--- config.mk ---
export PLATFORM = sky130hd
export DESIGN_NAME = fetch_ir_stage
export DESIGN_NICKNAME = d
export VERILOG_FILES = /design/src/rtl/fetch_ir_stage.sv
export SDC_FILE = /design/constraint.sdc
export NUM_CORES = 1
export LEC_CHECK = 0
export CELL_PAD_IN_SITES_DETAIL_PLACEMENT = 0
export CELL_PAD_IN_SITES_GLOBAL_PLACEMENT = 2
export CORE_MARGIN = 3
export CORE_UTILIZATION = 21
export CTS_BUF_LIST = sky130_fd_sc_hd__clkbuf_4
export CTS_CLUSTER_SIZE = 10
export DETAILED_ROUTE_END_ITERATION = 16
export MAX_ROUTING_LAYER = met4
export PLACE_DENSITY_LB_ADDON = 0.1
export SKIP_CTS_REPAIR_TIMING = 1
export SYNTH_ARGS = -nofsm -noshare
export SYNTH_HDL_FRONTEND = slang
export SYNTH_SLANG_ARGS = --single-unit
--- constraint.sdc ---
create_clock -name clk -period 3.9 [get_ports clk]
set_clock_uncertainty 0.2 [all_clocks]
set_input_delay 0.78 -clock clk [delete_from_list [all_inputs] [get_ports clk]]
set_output_delay 0.78 -clock clk [all_outputs]
set_load 0.01 [all_outputs]
--- src/rtl/fetch_ir_stage.sv ---
// DLX fetch stage: program counter plus instruction register.
// Fetches the word at pc, holds it for decode until acked, then steps to the next PC.
module fetch_ir_stage #(
  parameter logic [31:0] RESET_PC = 32'h0000_0000
) (
  input  logic        clk,
  input  logic        reset,
  output logic        imem_req,
  output logic [31:0] imem_addr,
  input  logic        imem_ready,
  input  logic [31:0] imem_data,
  output logic [31:0] inst,
  output logic [15:0] imm16,
  output logic        inst_valid,
  input  logic        inst_ack,
  input  logic        branch_taken,
  input  logic [31:0] ext_imm,
  input  logic        jump,
  output logic [31:0] pc,
  output logic [31:0] pc_plus4
);

  typedef enum logic [1:0] {
    FETCH = 2'b00,
    HOLD  = 2'b01
  } state_t;

  state_t      state_reg;
  logic [31:0] pc_reg;
  logic [31:0] inst_reg;
  logic        inst_valid_reg;
  logic [31:0] pc_next;

  assign pc_plus4 = pc_reg + 32'd4;

  // Branch outranks jump; ext_imm is already sign extended, so a negative offset wraps modulo 2^32.
  always_comb begin
    pc_next = pc_plus4;
    if (branch_taken) begin
      pc_next = pc_plus4 + (ext_imm << 2);
    end else if (jump) begin
      pc_next = {pc_plus4[31:28], inst_reg[25:0], 2'b00};
    end
  end

  always_ff @(posedge clk) begin
    if (reset) begin
      state_reg      <= FETCH;
      pc_reg         <= RESET_PC;
      inst_reg       <= '0;
      inst_valid_reg <= 1'b0;
    end else begin
      case (state_reg)
        FETCH: begin
          if (imem_ready) begin
            inst_reg       <= imem_data;
            inst_valid_reg <= 1'b1;
            state_reg      <= HOLD;
          end
        end
        HOLD: begin
          if (inst_ack && inst_valid_reg) begin
            inst_valid_reg <= 1'b0;
            pc_reg         <= pc_next;
            state_reg      <= FETCH;
          end
        end
        default: begin
          inst_valid_reg <= 1'b0;
          state_reg      <= FETCH;
        end
      endcase
    end
  end

  // Request is the only output with a combinational input path: it drops as soon as reset rises.
  assign imem_req   = (state_reg == FETCH) && !reset;
  assign imem_addr  = pc_reg;
  assign pc         = pc_reg;
  assign inst       = inst_reg;
  assign imm16      = inst_reg[15:0];
  assign inst_valid = inst_valid_reg;

endmodule

==> metrics.txt <==
# TYPE chip_impl_metric gauge
chip_impl_info{name="status",value="complete, but fails checks"} 1
chip_impl_info{name="violations",value="setup timing"} 1
chip_impl_metric{name="nNetsFinal",unit=""} 1055
chip_impl_info{name="crit_path_end",value="imem_addr[31]$_SDFFE_PP0P_"} 1
chip_impl_metric{name="timing.max_cap.violations",unit=""} 0
chip_impl_metric{name="fmaxAchievable",unit="MHz"} 253.6
chip_impl_metric{name="first_global_vias",unit=""} 5900
chip_impl_metric{name="period_share",unit="%"} 101.1
chip_impl_metric{name="clk-insertion-delay-late",unit="ns"} 0.45
chip_impl_metric{name="synthArstFlopShare",unit="%"} 0
chip_impl_metric{name="pwr_density_cell",unit="nW/µm²"} 239.8
chip_impl_metric{name="drc_errors",unit=""} 0
chip_impl_metric{name="r2r_cells",unit=""} 16
chip_impl_metric{name="yosys.area.top_type_share",unit="%"} 24.47
chip_impl_metric{name="core_region_area",unit="µm²"} 23820
chip_impl_metric{name="grt_max_degree",unit=""} 67
chip_impl_metric{name="number_of_failing_setup_endpoints_in_the_final_timing_report",unit=""} 1
chip_impl_metric{name="sequential_cell_area",unit="µm²"} 1265
chip_impl_metric{name="die_area",unit="µm²"} 26460
chip_impl_metric{name="final_core_util",unit="%"} 35.96
chip_impl_metric{name="worst-endpoint-required",unit="ns"} 4.01
chip_impl_metric{name="die-height",unit="µm"} 162.7
chip_impl_metric{name="comb_power_share",unit="%"} 37.4
chip_impl_metric{name="irDropWorstVdd",unit="V"} 0.0001723
chip_impl_info{name="leading_cell_types_in_the_layout_fill_and_taps_excluded",value="sky130_fd_sc_hd__clkdlybuf4s50_1 (199), sky130_fd_sc_hd__buf_4 (120), sky130_fd_sc_hd__nand2_1 (105)"} 1
chip_impl_info{name="ys_dominant_reg_cell",value="sky130_fd_sc_hd__dfxtp_1"} 1
chip_impl_info{name="yosys.area.top_type",value="sky130_fd_sc_hd__dfxtp_1"} 1
chip_impl_metric{name="post_drt_wl_per_cell",unit="µm"} 17.09
chip_impl_metric{name="timing_hold_violations_final",unit=""} 0
chip_impl_metric{name="clkPwrFrac",unit="%"} 27.4
chip_impl_metric{name="drt_iter0_drc",unit=""} 230
chip_impl_info{name="setup_repair_after_global_routing_missed_its_margin",value="true"} 1
chip_impl_info{name="tritoncts",value="done"} 1
chip_impl_metric{name="r2r_slack",unit="ns"} -0.04
chip_impl_info{name="timing.setup.critical_path_class",value="flop to flop"} 1
chip_impl_metric{name="synth.yosys.warnings",unit=""} 0
chip_impl_metric{name="io_buffer_count",unit=""} 207
chip_impl_info{name="reg2reg_to",value="imem_addr[31]$_SDFFE_PP0P_"} 1
chip_impl_metric{name="synthesis.area",unit="µm²"} 5155
chip_impl_metric{name="p_int",unit="mW"} 1.358
chip_impl_metric{name="crit_path_max_fanout",unit=""} 4
chip_impl_info{name="final_common_cell",value="sky130_fd_sc_hd__clkdlybuf4s50_1"} 1
chip_impl_info{name="setup.worst_path.start_class",value="flop"} 1
chip_impl_metric{name="post-place-ws",unit="ns"} -0.3013
chip_impl_metric{name="floorplan.initialDensity",unit="%"} 21.64
chip_impl_metric{name="fill_cells",unit=""} 2519
chip_impl_metric{name="cts_buffers",unit=""} 9
chip_impl_metric{name="dp_hpwl",unit="µm"} 16580
chip_impl_info{name="worstReg2RegStart",value="imem_addr[3]$_SDFFE_PP0P_"} 1
chip_impl_metric{name="largest_reg_flops",unit=""} 32
chip_impl_info{name="synth_area_leaders",value="sky130_fd_sc_hd__dfxtp_1 (24%), sky130_fd_sc_hd__ha_1 (8.7%), sky130_fd_sc_hd__nand2_1 (7.8%)"} 1
chip_impl_metric{name="antenna_found_initial",unit=""} 1
chip_impl_metric{name="max-clock-path-buffers",unit=""} 2
chip_impl_metric{name="final_layout_size_suffix_gt1_share",unit="%"} 21.51
chip_impl_metric{name="routed_wl",unit="µm"} 21750
chip_impl_metric{name="synth.ff_latch_count",unit=""} 63
chip_impl_metric{name="grt_use_total",unit="%"} 16.41
chip_impl_info{name="end_kind",value="flop"} 1
chip_impl_metric{name="detail-route-antenna-nets",unit=""} 0
chip_impl_metric{name="yosysSeqAreaShare",unit="%"} 24.47
chip_impl_metric{name="seqPwrFrac",unit="%"} 35.2
chip_impl_metric{name="cts.sinks",unit=""} 63
chip_impl_metric{name="grt_pass1_wl",unit="µm"} 32940
chip_impl_metric{name="detail_route.vias_per_cell",unit=""} 4.516
chip_impl_metric{name="clk_pin_slew",unit="ns"} 0.12
chip_impl_metric{name="switching_share",unit="%"} 33.88
chip_impl_metric{name="die-width",unit="µm"} 162.7
chip_impl_metric{name="gp_routability_congestion",unit=""} 0.8307
chip_impl_metric{name="syn_area_per_cell",unit="µm²"} 7.514
chip_impl_metric{name="dpl-instance-area",unit="µm²"} 7989
chip_impl_metric{name="synth_enable_flop_cells",unit=""} 0
chip_impl_metric{name="leakage_power",unit="nW"} 3.688
chip_impl_metric{name="dr_total_vias",unit=""} 5749
chip_impl_info{name="critPathLaunch",value="imem_addr[3]$_SDFFE_PP0P_"} 1
chip_impl_metric{name="layout.cell_area.non_filler",unit="µm²"} 8567
chip_impl_metric{name="num_rows",unit=""} 56
chip_impl_info{name="hold_path.class",value="flop to flop"} 1
chip_impl_metric{name="gate_count_post_synth",unit=""} 686
chip_impl_metric{name="arrival",unit="ns"} 4.06
chip_impl_metric{name="synth.lib_cells_used.distinct",unit=""} 61
chip_impl_metric{name="slew_headroom",unit="%"} 32.67
chip_impl_metric{name="drt_pre_antenna_iters",unit=""} 4
chip_impl_metric{name="multi_input_area",unit="µm²"} 3719
chip_impl_metric{name="clock_tree.htree_level_count",unit=""} 3
chip_impl_info{name="ctsRootBufferMaster",value="sky130_fd_sc_hd__clkbuf_4"} 1
chip_impl_metric{name="p_switching",unit="µW"} 695.8
chip_impl_metric{name="finalCriticalPeriod",unit="ns"} 3.944
chip_impl_metric{name="worstMarginPinSlew",unit="ns"} 1.010
chip_impl_metric{name="postLayoutSetupSlackWorst",unit="ns"} -0.04386
chip_impl_metric{name="report.final.slew_viol_count",unit=""} 0
chip_impl_metric{name="remaining_global_route_overflow",unit=""} 0
chip_impl_metric{name="areaGrowthSynthToFinish",unit="%"} 66.19
chip_impl_metric{name="design.portCount",unit=""} 216
## logic make-up after synthesis
| kind of cell | after synthesis | synth area share [%] |
|---|---|---|
| other | 1 | 0.07275 |
| AO/OA/AOI/OAI | 157 | 19.20 |
| XOR/XNOR | 51 | 8.665 |
| buffers and inverters | 90 | 10.36 |
| flip-flops | 63 | 24.47 |
| AND/OR/NAND/NOR | 263 | 23.40 |
| multiplexers | 24 | 4.709 |
| adder cells (fa/ha/maj) | 37 | 9.126 |
## cell usage after synthesis (6+ instances only)
cell type,count
sky130_fd_sc_hd__nand3_1,20
sky130_fd_sc_hd__nor2b_1,6
sky130_fd_sc_hd__dfxtp_1,63
sky130_fd_sc_hd__ha_1,36
sky130_fd_sc_hd__nor2_1,58
sky130_fd_sc_hd__nor3_1,28
sky130_fd_sc_hd__buf_1,8
sky130_fd_sc_hd__xnor2_1,35
sky130_fd_sc_hd__o21ai_0,16
sky130_fd_sc_hd__nand2_1,107
sky130_fd_sc_hd__nand4_1,6
sky130_fd_sc_hd__clkbuf_1,23
sky130_fd_sc_hd__a21oi_1,70
sky130_fd_sc_hd__inv_1,6
sky130_fd_sc_hd__a211oi_1,20
sky130_fd_sc_hd__and3_1,13
sky130_fd_sc_hd__a21o_1,12
sky130_fd_sc_hd__o21ai_1,7
sky130_fd_sc_hd__mux2i_1,22
sky130_fd_sc_hd__buf_4,52
sky130_fd_sc_hd__xor2_1,16
## worst max-delay path, cell delays in order, from the launching register on
cell	delay [ns]
sky130_fd_sc_hd__dfxtp_2	0.38
sky130_fd_sc_hd__ha_4	0.15
sky130_fd_sc_hd__nand3_4	0.09
sky130_fd_sc_hd__nor2_4	0.11
sky130_fd_sc_hd__buf_6	0.13
sky130_fd_sc_hd__nand4_1	0.14
sky130_fd_sc_hd__xnor2_2	0.24
sky130_fd_sc_hd__ha_1	0.27
sky130_fd_sc_hd__and3_4	0.19
sky130_fd_sc_hd__and3_4	0.17
sky130_fd_sc_hd__a211o_1	0.31
sky130_fd_sc_hd__a2111o_1	0.51
sky130_fd_sc_hd__a31oi_4	0.29
sky130_fd_sc_hd__nor4_4	0.08
sky130_fd_sc_hd__nor4_2	0.32
sky130_fd_sc_hd__xor2_1	0.17
sky130_fd_sc_hd__nor2_1	0.05
## metal layers
metal / vias to the layer above / part of all wire (%) / global-route usage, % / wire length [µm]
met4: 0 / 1.3 / 4.075 / 282
li1: 2875 / - / - / -
met3: 15 / 4.9 / 2.391 / 1072
met2: 174 / 47 / 26.31 / 10140
met1: 2685 / 47 / 21.86 / 10260
met5: - / 0 / - / 0
## per-stage QoR
stage | hold WS (ns) | instances | TNS [ns] | power [mW]
after detailed placement | 0.2496 | 1246 | -1.415 | 1.478
after global routing | 0.2910 | 1273 | -0.9928 | 2.179
after global placement | 0.2448 | 1246 | -1.707 | 1.478
after CTS | 0.2678 | 1262 | -3.716 | 2.059
after floorplan | 0.2805 | 691 | 0 | 1.101
final | 0.2619 | 1273 | -0.04386 | 2.054
## final cells by class
cell class                 instances  share of cell area [%]
clock inverter                     5                  0.8471
timing repair buffer             330                   35.07
inverter                           6                  0.2629
antenna                            1                 0.02921
clock buffer                      11                  0.9639
multi-input combinational        538                   43.41
sequential                        63                   14.77
tap                              319                   4.659
## worst min path at each step
stage | from | endpoint | slack [ns] | cells after the start
CTS | inst[28]$_SDFFE_PP0P_ | inst[28]$_SDFFE_PP0P_ | 0.27 | 2
finish | inst[28]$_SDFFE_PP0P_ | inst[28]$_SDFFE_PP0P_ | 0.26 | 2
detailed placement | inst[28]$_SDFFE_PP0P_ | inst[28]$_SDFFE_PP0P_ | 0.25 | 2
global route | inst[27]$_SDFFE_PP0P_ | inst[27]$_SDFFE_PP0P_ | 0.29 | 2
global placement | inst[28]$_SDFFE_PP0P_ | inst[28]$_SDFFE_PP0P_ | 0.24 | 2
floorplan | inst[26]$_SDFFE_PP0P_ | inst[26]$_SDFFE_PP0P_ | 0.28 | 2
## power groups by stage
stage          Clock (mW)  Sequential (mW)  Combinational, mW
5_1_grt             0.610            0.731              0.838
2_1_floorplan           0            0.748              0.353
6_report            0.563            0.724              0.767
3_3_place_gp            0            0.735              0.742
4_1_cts             0.589            0.723              0.747
3_5_place_dp            0            0.737              0.741
(Power assumes the default switching activity.)
